### config.mk
export PLATFORM = sky130hd
export DESIGN_NAME = btn_debounce
export DESIGN_NICKNAME = d
export VERILOG_FILES = /design/src/rtl/btn_debounce.sv
export SDC_FILE = /design/constraint.sdc
export NUM_CORES = 1
export LEC_CHECK = 0
export CAP_MARGIN = 20
export CORE_ASPECT_RATIO = 0.7
export CORE_MARGIN = 8
export CORE_UTILIZATION = 28
export DETAILED_ROUTE_END_ITERATION = 7
export SLEW_MARGIN = 10
export SYNTH_ARGS = -nofsm -noshare
export SYNTH_HDL_FRONTEND = slang
export SYNTH_SLANG_ARGS = --single-unit
export TNS_END_PERCENT = 1
### constraint.sdc
create_clock -name clk -period 2.1 [get_ports clk]
set_input_delay 0.42 -clock clk [delete_from_list [all_inputs] [get_ports clk]]
set_output_delay 0.42 -clock clk [all_outputs]
set_load 0.01 [all_outputs]
### src/rtl/btn_debounce.sv
// -----------------------------------------------------------------------------
// btn_debounce
//   Conditions one raw push-button pin for the colour-stepping logic. The pin
//   goes through a two-flop synchroniser. A stability counter then qualifies
//   each change of the synchronised level. The block produces a clean level and
//   single-cycle press / release / auto-repeat strobes.
//
// Ports
//   clk          system clock
//   nrst         asynchronous active-low reset
//   btn          raw asynchronous button pin, active-high, may bounce
//   btn_level    debounced level, 1 while the button is held
//   btn_press    one-cycle strobe on a confirmed 0->1
//   btn_release  one-cycle strobe on a confirmed 1->0
//   btn_repeat   one-cycle auto-repeat strobe while held (tied low if
//                REPEAT_EN = 0)
// -----------------------------------------------------------------------------
module btn_debounce #(
  parameter int unsigned DEBOUNCE_CYCLES = 5_000_000,
  parameter bit          REPEAT_EN       = 1'b1,
  parameter int unsigned REPEAT_DELAY    = 50_000_000,
  parameter int unsigned REPEAT_PERIOD   = 20_000_000,
  parameter int unsigned CNT_W           = 26
) (
  input  logic clk,
  input  logic nrst,
  input  logic btn,
  output logic btn_level,
  output logic btn_press,
  output logic btn_release,
  output logic btn_repeat
);

  // ---------------------------------------------------------------------------
  // Configuration checks. These are evaluated at elaboration time. Each counter
  // only needs to reach (count - 1). Requiring the full count to fit keeps the
  // rule simple and leaves room for the saturation value.
  // ---------------------------------------------------------------------------
  localparam longint unsigned CNT_CAP  = (64'd1 << CNT_W) - 64'd1;
  localparam longint unsigned RPT_MAX  = (REPEAT_DELAY > REPEAT_PERIOD) ?
                                         64'(REPEAT_DELAY) : 64'(REPEAT_PERIOD);
  localparam longint unsigned NEED_MAX = (REPEAT_EN && (RPT_MAX > 64'(DEBOUNCE_CYCLES))) ?
                                         RPT_MAX : 64'(DEBOUNCE_CYCLES);

  generate
    if (DEBOUNCE_CYCLES == 0 || (REPEAT_EN && (REPEAT_DELAY == 0 || REPEAT_PERIOD == 0)))
    begin : g_cfg_zero
      $error("btn_debounce: cycle counts must be non-zero");
    end
    if (CNT_W < 1 || CNT_W > 32 || NEED_MAX > CNT_CAP) begin : g_cfg_width
      $error("btn_debounce: CNT_W too small for the configured counts");
    end
  endgenerate

  localparam logic [CNT_W-1:0] DB_LAST   = CNT_W'(DEBOUNCE_CYCLES - 1);
  localparam logic [CNT_W-1:0] RPT_FIRST = CNT_W'(REPEAT_DELAY - 1);
  localparam logic [CNT_W-1:0] RPT_NEXT  = CNT_W'(REPEAT_PERIOD - 1);
  localparam logic [CNT_W-1:0] CNT_SAT   = '1;

  // ---------------------------------------------------------------------------
  // Input synchroniser. Only btn_s_reg is used past this point.
  // ---------------------------------------------------------------------------
  logic sync_meta_reg;
  logic btn_s_reg;

  always_ff @(posedge clk or negedge nrst) begin
    if (!nrst) begin
      sync_meta_reg <= 1'b0;
      btn_s_reg     <= 1'b0;
    end else begin
      sync_meta_reg <= btn;
      btn_s_reg     <= sync_meta_reg;
    end
  end

  // ---------------------------------------------------------------------------
  // Debounce / repeat state machine
  // ---------------------------------------------------------------------------
  typedef enum logic [1:0] {
    IDLE       = 2'd0,
    PRESS_WAIT = 2'd1,
    HELD       = 2'd2,
    REL_WAIT   = 2'd3
  } state_t;

  state_t           state_reg;
  logic [CNT_W-1:0] db_cnt_reg;
  logic [CNT_W-1:0] rpt_cnt_reg;
  logic             rpt_first_done_reg;  // first repeat issued; now on the period

  // The repeat counter measures cycles since the last press or repeat. When it
  // hits the current target it fires and restarts. The same step is applied in
  // HELD and in unconfirmed REL_WAIT, so a repeat can still fire while a
  // release is being qualified.
  logic [CNT_W-1:0] rpt_cnt_next;
  logic             rpt_first_done_next;
  logic             rpt_fire;
  logic [CNT_W-1:0] rpt_target;

  assign rpt_target = rpt_first_done_reg ? RPT_NEXT : RPT_FIRST;

  always_comb begin
    rpt_cnt_next        = rpt_cnt_reg;
    rpt_first_done_next = rpt_first_done_reg;
    rpt_fire            = 1'b0;
    if (REPEAT_EN) begin
      if (rpt_cnt_reg == rpt_target) begin
        rpt_cnt_next        = '0;
        rpt_first_done_next = 1'b1;
        rpt_fire            = 1'b1;
      end else if (rpt_cnt_reg != CNT_SAT) begin
        rpt_cnt_next = rpt_cnt_reg + 1'b1;
      end
    end
  end

  always_ff @(posedge clk or negedge nrst) begin
    if (!nrst) begin
      state_reg          <= IDLE;
      db_cnt_reg         <= '0;
      rpt_cnt_reg        <= '0;
      rpt_first_done_reg <= 1'b0;
      btn_level          <= 1'b0;
      btn_press          <= 1'b0;
      btn_release        <= 1'b0;
      btn_repeat         <= 1'b0;
    end else begin
      btn_press   <= 1'b0;
      btn_release <= 1'b0;
      btn_repeat  <= 1'b0;

      case (state_reg)
        IDLE: begin
          if (btn_s_reg) begin
            state_reg  <= PRESS_WAIT;
            db_cnt_reg <= '0;
          end
        end

        PRESS_WAIT: begin
          if (!btn_s_reg) begin
            state_reg <= IDLE;               // glitch: dropped silently
          end else if (db_cnt_reg == DB_LAST) begin
            state_reg          <= HELD;
            btn_press          <= 1'b1;
            btn_level          <= 1'b1;
            rpt_cnt_reg        <= '0;
            rpt_first_done_reg <= 1'b0;
          end else if (db_cnt_reg != CNT_SAT) begin
            db_cnt_reg <= db_cnt_reg + 1'b1;
          end
        end

        HELD: begin
          if (!btn_s_reg) begin
            state_reg  <= REL_WAIT;
            db_cnt_reg <= '0;
          end
          rpt_cnt_reg        <= rpt_cnt_next;
          rpt_first_done_reg <= rpt_first_done_next;
          btn_repeat         <= rpt_fire;
        end

        REL_WAIT: begin
          if (!btn_s_reg && db_cnt_reg == DB_LAST) begin
            // A confirmed release wins over a repeat due in the same cycle.
            state_reg          <= IDLE;
            btn_release        <= 1'b1;
            btn_level          <= 1'b0;
            rpt_cnt_reg        <= '0;
            rpt_first_done_reg <= 1'b0;
          end else begin
            if (btn_s_reg) begin
              state_reg <= HELD;             // bounce back: still held
            end else if (db_cnt_reg != CNT_SAT) begin
              db_cnt_reg <= db_cnt_reg + 1'b1;
            end
            rpt_cnt_reg        <= rpt_cnt_next;
            rpt_first_done_reg <= rpt_first_done_next;
            btn_repeat         <= rpt_fire;
          end
        end

        default: begin
          state_reg <= IDLE;
        end
      endcase
    end
  end

endmodule

==> impl_metrics.env, run 1 <==
export IMPL_areaGrowthSynthToFinish_pct=32.0
export IMPL_regArea_sq_um=1530
export IMPL_synthMuxAreaShare_pct=0.628
export IMPL_portBuffers=6
export IMPL_vias=3011
export IMPL_grt_max_degree=39
export IMPL_detail_route_antenna_nets=0
export IMPL_grt_antenna_before_repair=0
export IMPL_routabilityCongestion=0.955
export IMPL_grt_ovfl_total=0
export IMPL_timing_final_crit_share_pct=99.9
export IMPL_synth_compound_area_share_pct=6.80
export IMPL_syn_area_sq_um=3390
export IMPL_cp_end_kind="flip-flop"
export IMPL_clock_fmax_ghz=0.477
export IMPL_routed_wl_mm=8.77
export IMPL_dpl_hpwl_mm=6.21
export IMPL_drv_cap=0
export IMPL_first_pass_iters=4
export IMPL_crit_required_ps=2350
export IMPL_period_minus_slack_ps=2100
export IMPL_vias_per_cell=5.07
export IMPL_slew_headroom_pct=49.0
export IMPL_cts_tree="built"
export IMPL_nFillCells=1145
export IMPL_clock_latency_ps=320
export IMPL_ir_worst_vdd_uv=315
export IMPL_hold_path_class="input pin to asynchronous set/reset pin"
export IMPL_grt_pass1_vias=2945
export IMPL_fin_util_pct=38.0
export IMPL_synthAdderAreaFrac_pct=0.739
export IMPL_wire_per_inst_um=14.8
export IMPL_yosys_register_bits=61
export IMPL_die_h_um=108
export IMPL_rows=33
export IMPL_ys_warn_count=0
export IMPL_syn_area_per_cell_sq_um=9.23
export IMPL_ctsHoldBuffers=0
export IMPL_final_hold_violation_count=0
export IMPL_tightest_slew_ps=759
export IMPL_drc=0
export IMPL_synthCells=367
export IMPL_rsz0062_at_grt="true"
export IMPL_synth_cell_types=46
export IMPL_grt_pass1_wl_mm=14.7
export IMPL_setup_violations=0
export IMPL_cts_buffers_inserted=9
export IMPL_cts_max_level=3
export IMPL_track_usage_pct=11.3
export IMPL_synth_nets=372
export IMPL_nNetsFinal=439
export IMPL_slew_viol_final=0
export IMPL_status="finished clean"
export IMPL_crit_type="flip-flop to flip-flop"
export IMPL_power_leakage_nw=1.92
export IMPL_crit_arrival_ps=2350
export IMPL_multiInputGateArea_sq_um=1900
export IMPL_cts_buffer_depth=2
export IMPL_ys_flop_type="dfrtp_1"
export IMPL_drive_gt1_share_pct=24.9
export IMPL_antenna_cells=0
export IMPL_synth_simple_area_share_pct=33.6
export IMPL_die_area_sq_um=15900
export IMPL_root_buffer="clkbuf_16"
export IMPL_cts_sinks=61
export IMPL_clk_pin_slew_worst_paths_ps=50
export IMPL_ys_seq_area_share_pct=45.1
export IMPL_p_total_w=0.00263
export IMPL_synth_xor_area_share_pct=10.6
export IMPL_critical_path_max_fanout=5
export IMPL_synth_top_family_by_area="simple AND/OR/NAND/NOR gates"
export IMPL_initial_core_util_pct=28.8
export IMPL_finClkSkew_ps=4.19
export IMPL_die_x_um=147
export IMPL_synth_async_reset_ratio_pct=100
export IMPL_start_kind="flip-flop"
export IMPL_p_per_area_nw_per_um2=588
export IMPL_core_area_sq_um=11800
export IMPL_ios=7
export IMPL_synth_edf_count=0
export IMPL_initialDrtViolationCount=165
[Yosys cell counts (all sizes together) (3+ instances only)]
master    n  area share (%)
nand3    31             4.6
a2111oi   3             1.7
nor4     12             2.8
nor4b     3            0.78
xnor2    16             4.1
a31oi     5             1.1
xor2     25             6.5
and3      9             1.7
clkbuf    9             1.0
nand2    29             3.2
nor3     12             1.8
o21ai     8             1.2
or2       3            0.55
buf       7             1.4
nand4b    5             1.3
nand2b    4            0.74
or3       5            0.92
a21oi    12             1.8
nor3b     3            0.81
nor2     59             6.5
dfrtp    61              45
and4      7             1.8
nand4    18             3.3
[worst max-delay path, stage by stage, from the launching register on]
cell       delay, ps
dfrtp_1          410
buf_4            150
nand4_1          180
nor4_1           350
buf_4            210
nand3_1          100
or2_2            330
o32ai_1          140
o2bb2ai_1        150
[final timing paths]
path	startpoint	to	slack [ps]	cells after the start
hold reg to reg	sync_meta_reg$_DFF_PN0_	btn_s_reg$_DFF_PN0_	350	0
max in group asynchronous	nrst	rpt_cnt_reg[11]$_DFFE_PN0P_	1410	2
setup reg to reg	rpt_cnt_reg[7]$_DFFE_PN0P_	rpt_cnt_reg[25]$_DFFE_PN0P_	1	8
setup / recovery	rpt_cnt_reg[7]$_DFFE_PN0P_	rpt_cnt_reg[25]$_DFFE_PN0P_	1	8
min in group clk	sync_meta_reg$_DFF_PN0_	btn_s_reg$_DFF_PN0_	350	0
hold / removal	nrst	db_cnt_reg[24]$_DFFE_PN0P_	80	1
[kinds of logic after synthesis]
family	after synthesis
flip-flops	61
multiplexers	2
XOR/XNOR	41
AND/OR/NAND/NOR	211
AO/OA/AOI/OAI	32
adder cells (fa/ha/maj)	2
buffers and inverters	18
[power breakdown]
group	total, W	internal, W	leakage, nW	switching [W]
clock	0.00134	0.000845	0.134	0.000497
sequential	0.00119	0.00119	0.840	0.00000718
combinational	0.0000922	0.0000325	0.942	0.0000597
[routing by layer]
metal / GRT usage (%) / up-vias / part of all wire (%)
met5: 0 / - / 0
met4: 4.06 / 0 / 1.0
met3: 2.75 / 10 / 6.1
met2: 15.4 / 78 / 41
met1: 16.7 / 1482 / 52
li1: - / 1441 / -
[metrics by stage]
stage	instance area, sq um	setup WS (ps)	setup TNS [ps]	hold slack, ps	cells
finish	4470	1.42	0	84.8	594
global route	4470	-156	-2510	125	594
CTS	4390	-0.156	-0.156	105	593
floorplan	3390	22.7	0	124	367
detailed placement	4060	-94.1	-1620	341	578
global placement	4060	-113	-1580	336	578
[cell usage in the layout (no fill, tap or decap), types with 5 or more instances in the layout]
cell type        synthesis  layout
nand4_1                 18      18
a21oi_1                 12      10
nor3_1                  12      11
clkbuf_16                0       9
and3_1                   9       9
nand3_1                 31      31
nand4b_1                 5       5
o21ai_0                  7       7
nor4_1                  10       6
xnor2_1                 16      16
and4_1                   7       6
or3_1                    5       5
dfrtp_1                 61      59
buf_4                    2      64
nor2_1                  59      58
xor2_1                  25      25
clkdlybuf4s50_1          0       5
nand2_1                 29      27
[repair_timing]
item	in CTS	in global routing
pin swaps	3	8
resized for setup	11	14
setup buffers	1	1
endpoints found under the setup margin	35	50
[cell type report]
cell class              count  area share (%)
inverters                   2           0.168
well taps                 157            4.39
flip-flops and latches     61            34.2
multi-input cells         288            42.4
clock buffers              12            5.74
clock inverters             2           0.224
repair buffers             72            12.9
(Power assumes the default switching activity.)
==> run 2, diff against run 1 <==
--- a/config.mk
+++ b/config.mk
@@ -7,10 +7,10 @@
 export LEC_CHECK = 0
 export CAP_MARGIN = 20
 export CORE_ASPECT_RATIO = 0.7
-export CORE_MARGIN = 8
+export CORE_MARGIN = 3
 export CORE_UTILIZATION = 28
 export DETAILED_ROUTE_END_ITERATION = 7
-export SLEW_MARGIN = 10
+export SLEW_MARGIN = 20
 export SYNTH_ARGS = -nofsm -noshare
 export SYNTH_HDL_FRONTEND = slang
 export SYNTH_SLANG_ARGS = --single-unit
==> constraint.sdc (replaced) <==
create_clock -name clk -period 2 [get_ports clk]
set_input_delay 0.4 -clock clk [delete_from_list [all_inputs] [get_ports clk]]
set_output_delay 0.4 -clock clk [all_outputs]
set_load 0.01 [all_outputs]
==> run 2 against run 1 <==
Net effect:
- the run now ends with setup timing left
- first-iteration DRC count grew 19%
- total power grew 12%
- global-route usage grew 2.6 points
- clock power grew 17%
- final cell count grew 2.2%
- sequential share of layout area shrank 1.3 points
- register-to-register slack lost 190 ps
- utilization grew 2.6 points
- fmax shrank 4.2%
- die area shrank 15%
- hold slack lost 43 ps
- design area grew 3.7%
==> impl_metrics.env, run 2 (synthesis gave the netlist of run 1 again) <==
export IMPL_die_x_um=137
export IMPL_rsz0062_at_grt="true"
export IMPL_worst_slack_ps=-191
export IMPL_detail_route_antenna_nets=0
export IMPL_final_hold_violation_count=0
export IMPL_die_h_um=98.0
export IMPL_wire_per_inst_um=14.4
export IMPL_first_pass_iters=4
export IMPL_nNetsFinal=455
export IMPL_fin_cells=607
export IMPL_grt_pass1_vias=2911
export IMPL_dpl_hpwl_mm=6.36
export IMPL_core_area_sq_um=11400
export IMPL_gr_usage_met2_pct=17.5
export IMPL_portBuffers=6
export IMPL_multiInputGateArea_sq_um=1890
export IMPL_dpl_cell_count=590
export IMPL_cts_max_level=3
export IMPL_drv_cap=0
export IMPL_finClkSkew_ps=10.7
export IMPL_grt_ovfl_total=0
export IMPL_p_total_w=0.00293
export IMPL_dp_worst_setup_slack_ps=-223
export IMPL_regArea_sq_um=1530
export IMPL_areaGrowthSynthToFinish_pct=36.9
export IMPL_clk_pin_slew_worst_paths_ps=50
export IMPL_period_minus_slack_ps=2190
export IMPL_clock_latency_ps=340
export IMPL_slew_headroom_pct=41.7
export IMPL_reg2reg_depth=7
export IMPL_cts_buffers_inserted=9
export IMPL_crit_required_ps=2200
export IMPL_top_usage_layer="met1"
export IMPL_slew_viol_final=0
export IMPL_rows=32
export IMPL_routed_wl_mm=8.72
export IMPL_hold_path_class="input pin to asynchronous set/reset pin"
export IMPL_placed_area_sq_um=4210
export IMPL_start_kind="flip-flop"
export IMPL_antenna_cells=0
export IMPL_die_area_sq_um=13500
export IMPL_final_cell_area_sq_um=4640
export IMPL_layout_commonest_cell="buf_4"
export IMPL_cp_end_kind="flip-flop"
export IMPL_clock_fmax_ghz=0.456
export IMPL_tightest_slew_ps=869
export IMPL_setup_violations=27
export IMPL_root_buffer="clkbuf_16"
export IMPL_crit_type="flip-flop to flip-flop"
export IMPL_status="finished with violations"
export IMPL_initial_core_util_pct=29.7
export IMPL_violations="setup timing"
export IMPL_track_usage_pct=13.9
export IMPL_final_cell_mix="76 x buf_4, 61 x dfrtp_1, 59 x nor2_1, 29 x nand3_1, 27 x nand2_1"
export IMPL_ir_worst_vdd_uv=389
export IMPL_globalRouteMet3Util_pct=3.81
export IMPL_vias_per_cell=4.88
export IMPL_drc=0
export IMPL_vias=2964
export IMPL_timing_final_crit_share_pct=110
export IMPL_routabilityCongestion=0.857
export IMPL_ios=7
export IMPL_grt_max_degree=31
export IMPL_fin_hold_ws_ps=41.5
export IMPL_nFillCells=1118
export IMPL_initialDrtViolationCount=197
export IMPL_use_met1_pct=21.9
export IMPL_cts_buffer_depth=2
export IMPL_cts_sinks=61
export IMPL_cts_tree="built"
export IMPL_grt_pass1_wl_mm=14.7
export IMPL_ctsHoldBuffers=0
export IMPL_crit_arrival_ps=2390
export IMPL_power_leakage_nw=1.97
export IMPL_drive_gt1_share_pct=27.5
export IMPL_grt_antenna_before_repair=0
export IMPL_p_per_area_nw_per_um2=632
export IMPL_critical_path_max_fanout=9
[run 2: changes by cell type in the layout (fill, tap and decap cells not counted), moves of 2 or more]
cell	before	now
dfrtp_2	2	0
nand3_1	31	29
ha_2	0	2
nand3_2	0	2
ha_1	2	0
dfrtp_1	59	61
buf_4	64	76
nor4_4	4	2
buf_6	0	3
[run 2: area by class of cell]
cell class / instances / share of cell area [%]
clock buffer: 11 / 5.45
clock inverter: 4 / 1.03
inverter: 2 / 0.162
multi-input combinational: 288 / 40.8
sequential: 61 / 32.9
tap: 153 / 4.13
timing repair buffer: 88 / 15.5
[run 2: power breakdown]
group	switching (W)	leakage [nW]	internal (W)
clock	0.000550	0.147	0.00102
combinational	0.0000683	0.984	0.0000406
sequential	0.00000623	0.843	0.00125
total	0.000625	1.97	0.00231
[run 2: path summary, 6_finish.rpt]
check	from	to	slack (ps)
setup / recovery	rpt_cnt_reg[7]$_DFFE_PN0P_	rpt_cnt_reg[2]$_DFFE_PN0P_	-190
hold / removal	nrst	db_cnt_reg[3]$_DFFE_PN0P_	40
setup reg to reg	rpt_cnt_reg[7]$_DFFE_PN0P_	rpt_cnt_reg[2]$_DFFE_PN0P_	-190
max in group asynchronous	nrst	db_cnt_reg[21]$_DFFE_PN0P_	1380
min in group clk	sync_meta_reg$_DFF_PN0_	btn_s_reg$_DFF_PN0_	350
hold reg to reg	sync_meta_reg$_DFF_PN0_	btn_s_reg$_DFF_PN0_	350
[run 2: timing repair]
| item | 4_1_cts | 5_1_grt |
|---|---|---|
| pin swaps | 9 | 18 |
| hold endpoints to repair | 0 | 0 |
| gates resized for setup | 10 | 12 |
| setup buffers | 2 | 0 |
| endpoints found under the setup margin | 50 | 52 |
[run 2: worst max-delay path: stages (launching register included)]
cell       delay, ps
dfrtp_1          410
nand4bb_1        200
or4_4            560
a2111oi_4        430
buf_4            190
nor3b_4           60
a31oi_1          150
a31oi_1           60
[run 2: metrics by stage]
| step | TNS (ps) | utilization (%) |
|---|---|---|
| CTS | -2080 | 40.2 |
| floorplan | -348 | - |
| detailed placement | -5320 | 36.9 |
| global route | -6920 | 40.6 |
| global placement | -4480 | 36.9 |
| finish | -4060 | 40.6 |
[run 2: per-layer routing]
metal,vias up,share of wire [%]
li1,1490,-
met1,1419,52
met2,44,41
met3,11,5.8
met4,0,1.4
met5,-,0
==> run 3, diff against run 2 <==
--- a/config.mk
+++ b/config.mk
@@ -6,11 +6,10 @@
 export NUM_CORES = 1
 export LEC_CHECK = 0
 export CAP_MARGIN = 20
-export CORE_ASPECT_RATIO = 0.7
+export CORE_ASPECT_RATIO = 0.5
 export CORE_MARGIN = 3
 export CORE_UTILIZATION = 28
 export DETAILED_ROUTE_END_ITERATION = 7
-export SLEW_MARGIN = 20
 export SYNTH_ARGS = -nofsm -noshare
 export SYNTH_HDL_FRONTEND = slang
 export SYNTH_SLANG_ARGS = --single-unit
==> run 3 against run 2 <==
Net effect:
- the run still ends with setup timing left
- fmax rose by 3.7%
- clock skew fell by 2.4 ps
- non-clock buffer count rose by 1
- combinational power barely moved
- critical path depth did not move
- hold slack improved by 310 ps
- register-to-register slack improved by 80 ps
- routed wire length fell by 4.7%
- critical endpoint unchanged
- largest power group unchanged
==> impl_metrics.env, run 3 (synthesis gave the netlist of run 1 again) <==
export IMPL_regArea_sq_um=1530
export IMPL_core_area_sq_um=11400
export IMPL_status="finished with violations"
export IMPL_multiInputGateArea_sq_um=1890
export IMPL_worst_slack_ps=-112
export IMPL_crit_required_ps=2200
export IMPL_clk_pin_slew_worst_paths_ps=50
export IMPL_power_leakage_nw=1.98
export IMPL_rows=27
export IMPL_root_buffer="clkbuf_16"
export IMPL_cts_max_level=3
export IMPL_r2r_start="rpt_cnt_reg[24]$_DFFE_PN0P_"
export IMPL_p_per_area_nw_per_um2=647
export IMPL_slew_headroom_pct=44.7
export IMPL_reg2reg_setup_slack_ps=-110
export IMPL_initialDrtViolationCount=149
export IMPL_die_area_sq_um=13500
export IMPL_routabilityCongestion=0.840
export IMPL_die_h_um=83.8
export IMPL_crit_arrival_ps=2310
export IMPL_hold_path_class="flip-flop to flip-flop"
export IMPL_period_minus_slack_ps=2110
export IMPL_grt_pass1_vias=2984
export IMPL_die_x_um=162
export IMPL_crit_type="flip-flop to flip-flop"
export IMPL_final_cell_mix="76 x buf_4, 61 x dfrtp_1, 59 x nor2_1, 30 x nand3_1, 27 x nand2_1"
export IMPL_final_cell_area_sq_um=4670
export IMPL_reg2reg_depth=7
export IMPL_initial_core_util_pct=29.8
export IMPL_wire_per_inst_um=13.5
export IMPL_dp_worst_setup_slack_ps=-179
export IMPL_drive_gt1_share_pct=27.9
export IMPL_track_usage_pct=13.0
export IMPL_routed_wl_mm=8.31
export IMPL_p_total_w=0.00302
export IMPL_vias_per_cell=4.95
export IMPL_hold_depth=0
export IMPL_cts_buffers_inserted=9
export IMPL_clock_fmax_ghz=0.473
export IMPL_dpl_cell_count=598
export IMPL_fin_cells=615
export IMPL_antenna_cells=0
export IMPL_grt_max_degree=50
export IMPL_violations="setup timing"
export IMPL_detail_route_antenna_nets=0
export IMPL_clock_latency_ps=330
export IMPL_vias=3045
export IMPL_cts_sinks=61
export IMPL_dpl_hpwl_mm=5.90
export IMPL_drc=0
export IMPL_portBuffers=6
export IMPL_cp_end_kind="flip-flop"
export IMPL_finClkSkew_ps=8.26
export IMPL_cts_buffer_depth=2
export IMPL_first_pass_iters=4
export IMPL_grt_antenna_before_repair=0
export IMPL_grt_ovfl_total=0
export IMPL_placed_area_sq_um=4230
export IMPL_holdPathEnd="btn_s_reg$_DFF_PN0_"
export IMPL_tightest_slew_ps=823
export IMPL_hp_start="sync_meta_reg$_DFF_PN0_"
export IMPL_timing_final_crit_share_pct=106
export IMPL_grt_pass1_wl_mm=14.3
export IMPL_rsz0062_at_grt="true"
export IMPL_ir_worst_vdd_uv=412
export IMPL_ios=7
export IMPL_layout_commonest_cell="buf_4"
export IMPL_critical_path_max_fanout=9
export IMPL_cts_tree="built"
export IMPL_setup_violations=26
export IMPL_start_kind="flip-flop"
export IMPL_areaGrowthSynthToFinish_pct=37.8
export IMPL_slew_viol_final=0
export IMPL_r2r_end="rpt_cnt_reg[2]$_DFFE_PN0P_"
export IMPL_nNetsFinal=456
export IMPL_drv_cap=0
export IMPL_nFillCells=1082
export IMPL_final_hold_violation_count=0
==> run 3: cell count changes in the layout (fill, tap and decap cells not counted), moves of 2 or more <==
cell	change
clkbuf_8	-2
nor4_1	-2
clkinvlp_4	+2
and3_1	-2
==> run 3: worst max path at each step <==
stage                              startpoint                     endpoint  slack [ps]  cells after the start
6_report          rpt_cnt_reg[24]$_DFFE_PN0P_   rpt_cnt_reg[2]$_DFFE_PN0P_        -110                      7
3_5_place_dp       db_cnt_reg[20]$_DFFE_PN0P_  rpt_cnt_reg[15]$_DFFE_PN0P_        -180                      8
4_1_cts        rpt_first_done_reg$_DFFE_PN0P_   rpt_cnt_reg[2]$_DFFE_PN0P_        -140                      7
2_1_floorplan     rpt_cnt_reg[24]$_DFFE_PN0P_  rpt_cnt_reg[21]$_DFFE_PN0P_         -20                      7
3_3_place_gp       db_cnt_reg[20]$_DFFE_PN0P_   rpt_cnt_reg[7]$_DFFE_PN0P_        -170                      8
5_1_grt        rpt_first_done_reg$_DFFE_PN0P_   rpt_cnt_reg[2]$_DFFE_PN0P_        -200                      7
==> run 3: critical path, stage by stage (launching register included) <==
cell	delay (ps)
dfrtp_1	370
nand4bb_1	200
or4_4	560
a2111oi_4	350
buf_4	200
nor3b_4	70
a31oi_1	180
a31oi_1	60
==> run 3: final cells by class <==
| class | instances | share of cell area (%) |
|---|---|---|
| well taps | 159 | 4.26 |
| clock buffers | 10 | 4.91 |
| flip-flops and latches | 61 | 32.7 |
| repair buffers | 89 | 15.6 |
| inverters | 2 | 0.161 |
| multi-input cells | 288 | 40.4 |
| clock inverters | 6 | 1.88 |
==> run 3: timing repair <==
action                                 4_1_cts  5_1_grt
endpoints found under the hold margin       12        0
setup endpoints to repair                   52       47
pin swaps                                    7        6
hold buffers                                 1        0
resized for setup                            8       14
setup buffers                                0        0
==> run 3: per-layer routing <==
metal  global-route usage [%]  vias to the layer above  part of all wire (%)
li1                         -                     1488                     -
met1                     17.4                     1498                    49
met2                     20.6                       49                    46
met3                     3.27                       10                   3.0
met4                     4.37                        0                   1.4
met5                        0                        -                     0
==> run 3: metrics by stage <==
stage / util, % / hold WS, ps / setup TNS [ps]
2_1_floorplan: - / 104 / -348
3_3_place_gp: 37.2 / 321 / -4430
3_5_place_dp: 37.2 / 325 / -5670
4_1_cts: 40.3 / 352 / -1430
5_1_grt: 41.0 / 369 / -4340
6_report: 41.0 / 348 / -1010
==> run 3: power breakdown <==
group          total, W  switching [W]  internal [W]
registers       0.00125     0.00000646       0.00125
logic          0.000107      0.0000659     0.0000412
clock network   0.00166       0.000573       0.00109
